$ cat config.mk
export PLATFORM = sky130hd
export DESIGN_NAME = dmac_write_operation_flat
export DESIGN_NICKNAME = d
export VERILOG_FILES = /design/src/rtl/dmac_pkg.sv /design/src/rtl/dmac_write_operation_if.sv /design/src/rtl/dmac_desc_fifo.sv /design/src/rtl/dmac_write_operation.sv /design/src/flat_wrapper.sv
export SDC_FILE = /design/constraint.sdc
export NUM_CORES = 1
export LEC_CHECK = 0
export BUFFER_PORTS_ARGS = -buffer_cell sky130_fd_sc_hd__buf_4
export CORE_MARGIN = 2
export CORE_UTILIZATION = 50
export DETAILED_ROUTE_END_ITERATION = 6
export PLACE_DENSITY = 0.74
export RECOVER_POWER = 25
export SLEW_MARGIN = 20
export SYNTH_ARGS = -nofsm -noshare
export SYNTH_HDL_FRONTEND = slang
export SYNTH_SLANG_ARGS = --single-unit
$ cat constraint.sdc
create_clock -name clk -period 5.96 [get_ports clk]
set_clock_uncertainty 0.15 [all_clocks]
set_input_delay 0.894 -clock clk [delete_from_list [all_inputs] [get_ports clk]]
set_output_delay 0.894 -clock clk [all_outputs]
set_load 0.005 [all_outputs]
$ cat src/rtl/dmac_pkg.sv
// Shared DMAC write-side definitions: register addresses, STATUS bit positions, descriptor payload.
package dmac_pkg;

  localparam int unsigned DATA_W = 8;
  localparam int unsigned ADDR_W = 3;
  localparam int unsigned CNT_W  = 4;

  localparam logic [ADDR_W-1:0] ADDR_START  = 3'd0;
  localparam logic [ADDR_W-1:0] ADDR_INT    = 3'd1;
  localparam logic [ADDR_W-1:0] ADDR_INT_EN = 3'd2;
  localparam logic [ADDR_W-1:0] ADDR_SRC    = 3'd3;
  localparam logic [ADDR_W-1:0] ADDR_DEST   = 3'd4;
  localparam logic [ADDR_W-1:0] ADDR_SIZE   = 3'd5;
  localparam logic [ADDR_W-1:0] ADDR_PUSH   = 3'd6;
  localparam logic [ADDR_W-1:0] ADDR_STATUS = 3'd7;

  // STATUS layout; bit 5 reports a non-empty FIFO so the register reads 0 out of reset
  localparam int unsigned STAT_OVF_BIT   = 7;
  localparam int unsigned STAT_BUSY_BIT  = 6;
  localparam int unsigned STAT_VALID_BIT = 5;

  typedef struct packed {
    logic [DATA_W-1:0] src;
    logic [DATA_W-1:0] dest;
    logic [DATA_W-1:0] size;
  } desc_t;

endpackage

$ cat src/rtl/dmac_write_operation_if.sv
// Slave register write bus of the DMAC.
interface dmac_write_operation_if;
  import dmac_pkg::*;

  logic              s_sel;
  logic              s_wr;
  logic [ADDR_W-1:0] s_addr;
  logic [DATA_W-1:0] s_din;

  modport master (output s_sel, output s_wr, output s_addr, output s_din);
  modport slave  (input  s_sel, input  s_wr, input  s_addr, input  s_din);
endinterface

$ cat src/rtl/dmac_desc_fifo.sv
// Synchronous descriptor FIFO; head entry presented combinationally, zero when empty.
module dmac_desc_fifo
  import dmac_pkg::*;
#(
  parameter int unsigned DEPTH = 4
) (
  input  logic             clk,
  input  logic             reset_n,
  input  logic             push,
  input  logic             pop,
  input  desc_t            wdata,
  output desc_t            rdata,
  output logic             full,
  output logic             empty,
  output logic [CNT_W-1:0] count
);

  localparam int unsigned PTR_W = (DEPTH > 1) ? $clog2(DEPTH) : 1;

  desc_t            mem [DEPTH];
  logic [PTR_W-1:0] wr_ptr;
  logic [PTR_W-1:0] rd_ptr;
  logic             push_ok;
  logic             pop_ok;

  assign full    = (count == CNT_W'(DEPTH));
  assign empty   = (count == '0);
  assign pop_ok  = pop & ~empty;
  // a full FIFO still accepts a push when the head leaves in the same cycle
  assign push_ok = push & (~full | pop_ok);
  assign rdata   = empty ? '0 : mem[rd_ptr];

  always_ff @(posedge clk or negedge reset_n) begin
    if (!reset_n) begin
      wr_ptr <= '0;
      rd_ptr <= '0;
      count  <= '0;
      for (int i = 0; i < int'(DEPTH); i++) mem[i] <= '0;
    end else begin
      if (push_ok) begin
        mem[wr_ptr] <= wdata;
        wr_ptr      <= wr_ptr + 1'b1;
      end
      if (pop_ok) rd_ptr <= rd_ptr + 1'b1;
      case ({push_ok, pop_ok})
        2'b10:   count <= count + 1'b1;
        2'b01:   count <= count - 1'b1;
        default: count <= count;
      endcase
    end
  end

endmodule

$ cat src/rtl/dmac_write_operation.sv
// DMAC register write side: control registers, start pulse, descriptor FIFO, done interrupt.
// Optional macro DMAC_WR_PROTECT_EN blocks SRC/DEST/SIZE/PUSH writes while busy.
module dmac_write_operation
  import dmac_pkg::*;
#(
  parameter int unsigned FIFO_DEPTH = 4
) (
  input  logic                   clk,
  input  logic                   reset_n,
  dmac_write_operation_if.slave  bus,
  input  logic                   op_done,
  input  logic                   desc_ready,
  output logic                   desc_valid,
  output logic [DATA_W-1:0]      desc_src,
  output logic [DATA_W-1:0]      desc_dest,
  output logic [DATA_W-1:0]      desc_size,
  output logic                   op_start,
  output logic                   irq,
  output logic [DATA_W-1:0]      to_reg0,
  output logic [DATA_W-1:0]      to_reg1,
  output logic [DATA_W-1:0]      to_reg2,
  output logic [DATA_W-1:0]      to_reg3,
  output logic [DATA_W-1:0]      to_reg4,
  output logic [DATA_W-1:0]      to_reg5,
  output logic [DATA_W-1:0]      to_reg6,
  output logic [DATA_W-1:0]      to_reg7
);

  localparam logic [0:0] ST_IDLE = 1'b0;
  localparam logic [0:0] ST_BUSY = 1'b1;

  logic [0:0]        state;
  logic [0:0]        state_nxt;
  logic              start_c;
  logic              busy;
  logic              int_flag;
  logic              int_en;
  logic              overflow;
  logic [DATA_W-1:0] src_q;
  logic [DATA_W-1:0] dest_q;
  logic [DATA_W-1:0] size_q;
  logic              wr_en;
  logic              stage_ok;
  logic              push_req;
  logic              pop_req;
  logic              fifo_full;
  logic              fifo_empty;
  logic [CNT_W-1:0]  fifo_count;
  desc_t             push_desc;
  desc_t             head_desc;
  logic [DATA_W-1:0] status_c;

  assign wr_en = bus.s_sel & bus.s_wr;
  assign busy  = (state == ST_BUSY);

`ifdef DMAC_WR_PROTECT_EN
  assign stage_ok = ~busy;
`else
  assign stage_ok = 1'b1;
`endif

  assign push_req  = wr_en & (bus.s_addr == ADDR_PUSH) & bus.s_din[0] & stage_ok;
  assign pop_req   = desc_valid & desc_ready;
  assign push_desc = '{src: src_q, dest: dest_q, size: size_q};

  dmac_desc_fifo #(.DEPTH(FIFO_DEPTH)) u_fifo (
    .clk     (clk),
    .reset_n (reset_n),
    .push    (push_req),
    .pop     (pop_req),
    .wdata   (push_desc),
    .rdata   (head_desc),
    .full    (fifo_full),
    .empty   (fifo_empty),
    .count   (fifo_count)
  );

  // transfer state register
  always_ff @(posedge clk or negedge reset_n) begin
    if (!reset_n) state <= ST_IDLE;
    else          state <= state_nxt;
  end

  // START is only honoured when idle with a descriptor waiting
  always_comb begin
    state_nxt = state;
    start_c   = 1'b0;
    case (state)
      ST_IDLE: begin
        if (wr_en && (bus.s_addr == ADDR_START) && bus.s_din[0] && desc_valid) begin
          start_c   = 1'b1;
          state_nxt = ST_BUSY;
        end
      end
      ST_BUSY: begin
        if (op_done) state_nxt = ST_IDLE;
      end
      default: state_nxt = ST_IDLE;
    endcase
  end

  // control and staging registers; a done pulse beats a same-cycle INT clear
  always_ff @(posedge clk or negedge reset_n) begin
    if (!reset_n) begin
      op_start <= 1'b0;
      int_flag <= 1'b0;
      int_en   <= 1'b0;
      overflow <= 1'b0;
      src_q    <= '0;
      dest_q   <= '0;
      size_q   <= '0;
    end else begin
      op_start <= start_c;
      if (op_done)                                               int_flag <= 1'b1;
      else if (wr_en && (bus.s_addr == ADDR_INT) && bus.s_din[0]) int_flag <= 1'b0;
      if (wr_en && (bus.s_addr == ADDR_INT_EN))                   int_en   <= bus.s_din[0];
      if (wr_en && stage_ok && (bus.s_addr == ADDR_SRC))          src_q    <= bus.s_din;
      if (wr_en && stage_ok && (bus.s_addr == ADDR_DEST))         dest_q   <= bus.s_din;
      if (wr_en && stage_ok && (bus.s_addr == ADDR_SIZE))         size_q   <= bus.s_din;
      if (push_req && fifo_full && !pop_req)                      overflow <= 1'b1;
      else if (wr_en && (bus.s_addr == ADDR_STATUS) && bus.s_din[7]) overflow <= 1'b0;
    end
  end

  always_comb begin
    status_c                 = '0;
    status_c[STAT_OVF_BIT]   = overflow;
    status_c[STAT_BUSY_BIT]  = busy;
    status_c[STAT_VALID_BIT] = desc_valid;
    status_c[CNT_W-1:0]      = fifo_count;
  end

  assign desc_valid = ~fifo_empty;
  assign desc_src   = head_desc.src;
  assign desc_dest  = head_desc.dest;
  assign desc_size  = head_desc.size;
  assign irq        = int_flag & int_en;

  assign to_reg0 = {7'b0, busy};
  assign to_reg1 = {7'b0, int_flag};
  assign to_reg2 = {7'b0, int_en};
  assign to_reg3 = src_q;
  assign to_reg4 = dest_q;
  assign to_reg5 = size_q;
  assign to_reg6 = '0;
  assign to_reg7 = status_c;

endmodule

$ cat src/flat_wrapper.sv
// flat-port wrapper written by rule: the top's interface ports become plain ports
module dmac_write_operation_flat import dmac_pkg::*;
#(
  parameter int unsigned FIFO_DEPTH = 4
)
  (clk, reset_n, op_done, desc_ready, desc_valid, desc_src, desc_dest, desc_size, op_start, irq, to_reg0, to_reg1, to_reg2, to_reg3, to_reg4, to_reg5, to_reg6, to_reg7, bus_s_sel, bus_s_wr, bus_s_addr, bus_s_din);
  dmac_write_operation_if bus_i ();
  input  logic clk;
  input  logic reset_n;
  input  logic op_done;
  input  logic desc_ready;
  output logic desc_valid;
  output logic [DATA_W-1:0] desc_src;
  output logic [DATA_W-1:0] desc_dest;
  output logic [DATA_W-1:0] desc_size;
  output logic op_start;
  output logic irq;
  output logic [DATA_W-1:0] to_reg0;
  output logic [DATA_W-1:0] to_reg1;
  output logic [DATA_W-1:0] to_reg2;
  output logic [DATA_W-1:0] to_reg3;
  output logic [DATA_W-1:0] to_reg4;
  output logic [DATA_W-1:0] to_reg5;
  output logic [DATA_W-1:0] to_reg6;
  output logic [DATA_W-1:0] to_reg7;
  input wire logic [$bits(bus_i.s_sel)-1:0] bus_s_sel;
  input wire logic [$bits(bus_i.s_wr)-1:0] bus_s_wr;
  input wire logic [$bits(bus_i.s_addr)-1:0] bus_s_addr;
  input wire logic [$bits(bus_i.s_din)-1:0] bus_s_din;
  assign bus_i.s_sel = bus_s_sel;
  assign bus_i.s_wr = bus_s_wr;
  assign bus_i.s_addr = bus_s_addr;
  assign bus_i.s_din = bus_s_din;
  dmac_write_operation #(.FIFO_DEPTH(FIFO_DEPTH)) u_core (.clk(clk), .reset_n(reset_n), .bus(bus_i), .op_done(op_done), .desc_ready(desc_ready), .desc_valid(desc_valid), .desc_src(desc_src), .desc_dest(desc_dest), .desc_size(desc_size), .op_start(op_start), .irq(irq), .to_reg0(to_reg0), .to_reg1(to_reg1), .to_reg2(to_reg2), .to_reg3(to_reg3), .to_reg4(to_reg4), .to_reg5(to_reg5), .to_reg6(to_reg6), .to_reg7(to_reg7));
endmodule
==> impl_metrics.py <==
metrics = {
    "status": {
        "run_status": "finished clean",
    },
    "pwr": {
        "power_density_nw_per_um2": 390,
        "post-layout-total-power_uw": 2860,
        "share_seq_of_total_power": 0.436,
        "cellInternalPower_uw": 2070,
        "switching_share": 0.276,
        "power_switching_uw": 789,
        "power_frac_comb": 0.220,
        "ir_drop_v": 0.000211,
        "clock_power_share": 0.344,
        "p_leak_uw": 0.00363,
    },
    "synth": {
        "yosys_warnings": 0,
        "synth_area_per_cell_sq_um": 14.8,
        "synth-edff-count": 0,
        "netlist_top_cells_count": "sky130_fd_sc_hd__dfrtp_1 (133), sky130_fd_sc_hd__mux2_2 (121), sky130_fd_sc_hd__buf_4 (36)",
        "cell_with_the_most_instances_after_synthesis": "sky130_fd_sc_hd__dfrtp_1",
        "ys_dominant_reg_cell": "sky130_fd_sc_hd__dfrtp_1",
        "synth-seq-cells": 133,
        "synthTopCellsByArea": "sky130_fd_sc_hd__dfrtp_1 (53%), sky130_fd_sc_hd__mux2_2 (22%), sky130_fd_sc_hd__mux4_2 (8.7%)",
        "ys_async_sr_fraction": 1.00,
        "netlist-cell-type-count": 35,
        "seq_area_frac_synth": 0.534,
        "synth_top_cell_area_share": 0.534,
        "syn-cell-area_sq_um": 6240,
        "syn_inst": 421,
        "largest_area_contributor_in_the_synthesized_netlist": "sky130_fd_sc_hd__dfrtp_1",
    },
    "routing": {
        "drcViolationCount": 0,
        "drt-total-wl_um": 12400,
        "viasPerCell": 5.29,
        "detail_route.iter0.violations": 155,
        "dr_total_vias": 3570,
        "wl_per_cell_um": 18.3,
        "drt_pass1_iterations": 4,
        "ant_nets": 0,
    },
    "timing": {
        "final.period_utilization": 0.562,
        "rsz0062_at_grt": "false",
        "clock.fmax_mhz": 299,
        "report.final.hold_viol_count": 0,
        "timing_worst_slew_pin_value_ns": 0.940,
        "finalWorstPathRequiredPeriod_ns": 3.35,
        "tns_ns": 0,
        "timing.slew.headroom": 0.373,
        "final_max_slew_viol_count": 0,
        "timing.final.setup_violations": 0,
    },
    "grt": {
        "grt_first_pass_wirelength_um": 19900,
        "globalRouteOverflowTotal": 0,
        "grt_antenna_before_repair": 0,
        "largest_net_degree_at_the_start_of_global_routing": 86,
        "first_global_vias": 3755,
        "grt_util_all_layers": 0.198,
    },
    "clock_tree": {
        "gates_resized_cts_repair": 0,
        "cts_tree": "yes",
        "clock-sinks": 133,
        "numCtsBuffers": 17,
        "clock_path_buffers": 2,
        "cts_hold_buffers": 0,
        "cts_setup_buffers": 0,
        "h-tree-depth": 4,
        "worst_skew_pair.late_latency_ns": 0.41,
        "cts_root_buffer": "sky130_fd_sc_hd__clkbuf_16",
        "cts.reportedPaths.clkPinSlew_ns": 0.05,
    },
    "critical_path": {
        "cp_data_required_time_ns": 4.92,
        "critical_path_arrival_ns": 2.30,
        "critical_path.max_fanout": 26,
        "critical-path-top-delay-family": "flip-flops",
        "critPathMaxStageDelay_ns": 0.97,
        "critical_path_buffer_and_inverter_count": 1,
        "worst-r2r-setup-slack_ns": 3.21,
        "critPathLaunchType": "register",
        "critical_path.endpoint_type": "output port",
        "worst-setup-path-type": "reg2out",
        "critPathSlowestCell": "sky130_fd_sc_hd__dfrtp_2",
        "cp_cell_sequence": "mux4_2 -> nor2b_1 -> buf_4",
    },
    "die": {
        "io_pins": 108,
        "initial_utilization": 0.515,
        "chip_width_um": 116,
        "dieHeight_um": 116,
        "core_box_area_sq_um": 12100,
        "placement_rows": 40,
        "fp.dieArea_sq_um": 13400,
    },
    "run": {
        "drv.max_cap_violation_count": 0,
    },
    "placement": {
        "gp_routability_congestion": 0.742,
        "hpwlAfterDp_um": 7830,
        "io_buffers": 77,
    },
    "layout": {
        "filler_cell_count": 958,
        "insertedDiodeCount": 0,
        "drive_gt1_frac": 0.511,
        "multiInputGateArea_sq_um": 2590,
        "core_util_final": 0.605,
        "design.final.nets": 520,
        "layout.area.seq_sq_um": 3330,
        "area_growth_pct": 17.4,
    },
    "min_path": {
        "hp-class": "reg2reg",
    },
}
==> cell families after synthesis <==
| logic type | count (synthesis) | share of synthesized area |
|---|---|---|
| mux | 145 | 0.305 |
| flops | 133 | 0.534 |
| compound gates | 9 | 0.0122 |
| xor+xnor | 8 | 0.0112 |
| fa+ha+maj | 7 | 0.0140 |
| simple gates | 57 | 0.0544 |
| other cells | 1 | 0.000601 |
| buf+inv | 61 | 0.0686 |
==> stage by stage <==
step / setup WS [ns] / area (sq um) / std cells / hold slack [ns]
after global routing: 2.44 / 7320 / 675 / 0.360
after floorplan: 2.99 / 6340 / 450 / 0.324
after detailed placement: 2.66 / 6770 / 645 / 0.338
final: 2.61 / 7320 / 675 / 0.350
after CTS: 2.52 / 7320 / 675 / 0.351
after global placement: 2.75 / 6770 / 645 / 0.331
==> routing by layer <==
| layer | GRT usage | share of wire | wire (um) | vias to the layer above |
|---|---|---|---|---|
| met4 | 0.0651 | 0.011 | 131 | 0 |
| met5 | 0 | 0 | 0 | - |
| met3 | 0.0481 | 0.042 | 513 | 12 |
| li1 | - | - | - | 1585 |
| met2 | 0.333 | 0.51 | 6310 | 102 |
| met1 | 0.255 | 0.44 | 5410 | 1871 |
==> path summary, 6_finish.rpt <==
| path | from | endpoint | cells past startpoint |
|---|---|---|---|
| worst max-delay path | u_core.u_fifo.rd_ptr[0] | desc_src[3] | 3 |
| worst min-delay path | u_core.u_fifo.mem[17] | u_core.u_fifo.mem[17] | 1 |
| min in group asynchronous | reset_n | u_core.u_fifo.mem[80] | 1 |
| max in group asynchronous | reset_n | u_core.u_fifo.rd_ptr[0] | 2 |
| worst min register to register | u_core.u_fifo.mem[17] | u_core.u_fifo.mem[17] | 1 |
| worst max register to register | u_core.u_fifo.count[1] | u_core.u_fifo.count[2] | 10 |
==> flip-flops by register name (all words and copies together), names as in the netlist, 2 cells and up <==
name	flops
u_core.to_reg3	8
u_core.to_reg4	8
u_core.to_reg5	8
u_core.u_fifo.count	4
u_core.u_fifo.mem	96
u_core.u_fifo.rd_ptr	2
u_core.u_fifo.wr_ptr	2
==> cell usage in the layout (no fill, tap or decap), drive strengths merged, types with 3 or more instances in the layout <==
cell / Yosys / final
buf: 48 / 81
clkbuf: 6 / 25
clkinv: 0 / 3
conb: 1 / 30
dfrtp: 133 / 133
ha: 7 / 7
inv: 7 / 7
mux2: 121 / 121
mux4: 24 / 24
nand2: 9 / 9
nand3: 4 / 4
nor2: 3 / 3
nor2b: 24 / 24
nor3: 4 / 4
o21ai: 3 / 3
xnor2: 4 / 4
xor2: 4 / 4
==> power by group through the flow <==
stage	combinational, uW	clock (uW)	sequential [uW]
final	627	982	1250
after global routing	686	1030	1280
after CTS	640	998	1250
after detailed placement	637	0	1270
after global placement	618	0	1250
after floorplan	455	0	1160
==> cell type report <==
class                           instances  area share
Clock buffer                           25      0.0649
Clock inverter                          5      0.0103
Inverter                                7     0.00359
Multi-Input combinational cell        256       0.354
Sequential cell                       133       0.455
Tap cell                              168      0.0287
Timing Repair Buffer                   81      0.0835
==> worst reg2reg max path: stages, from the launching register on <==
cell,delay [ns]
sky130_fd_sc_hd__dfrtp_1,0.50
sky130_fd_sc_hd__nor3_1,0.16
sky130_fd_sc_hd__a311oi_4,0.54
sky130_fd_sc_hd__inv_1,0.13
sky130_fd_sc_hd__ha_1,0.30
sky130_fd_sc_hd__xor2_1,0.16
sky130_fd_sc_hd__ha_1,0.18
sky130_fd_sc_hd__a21oi_1,0.14
sky130_fd_sc_hd__xor2_1,0.16
sky130_fd_sc_hd__nor2_1,0.06
sky130_fd_sc_hd__xor2_1,0.14
Power figures use the tool's default switching activity.
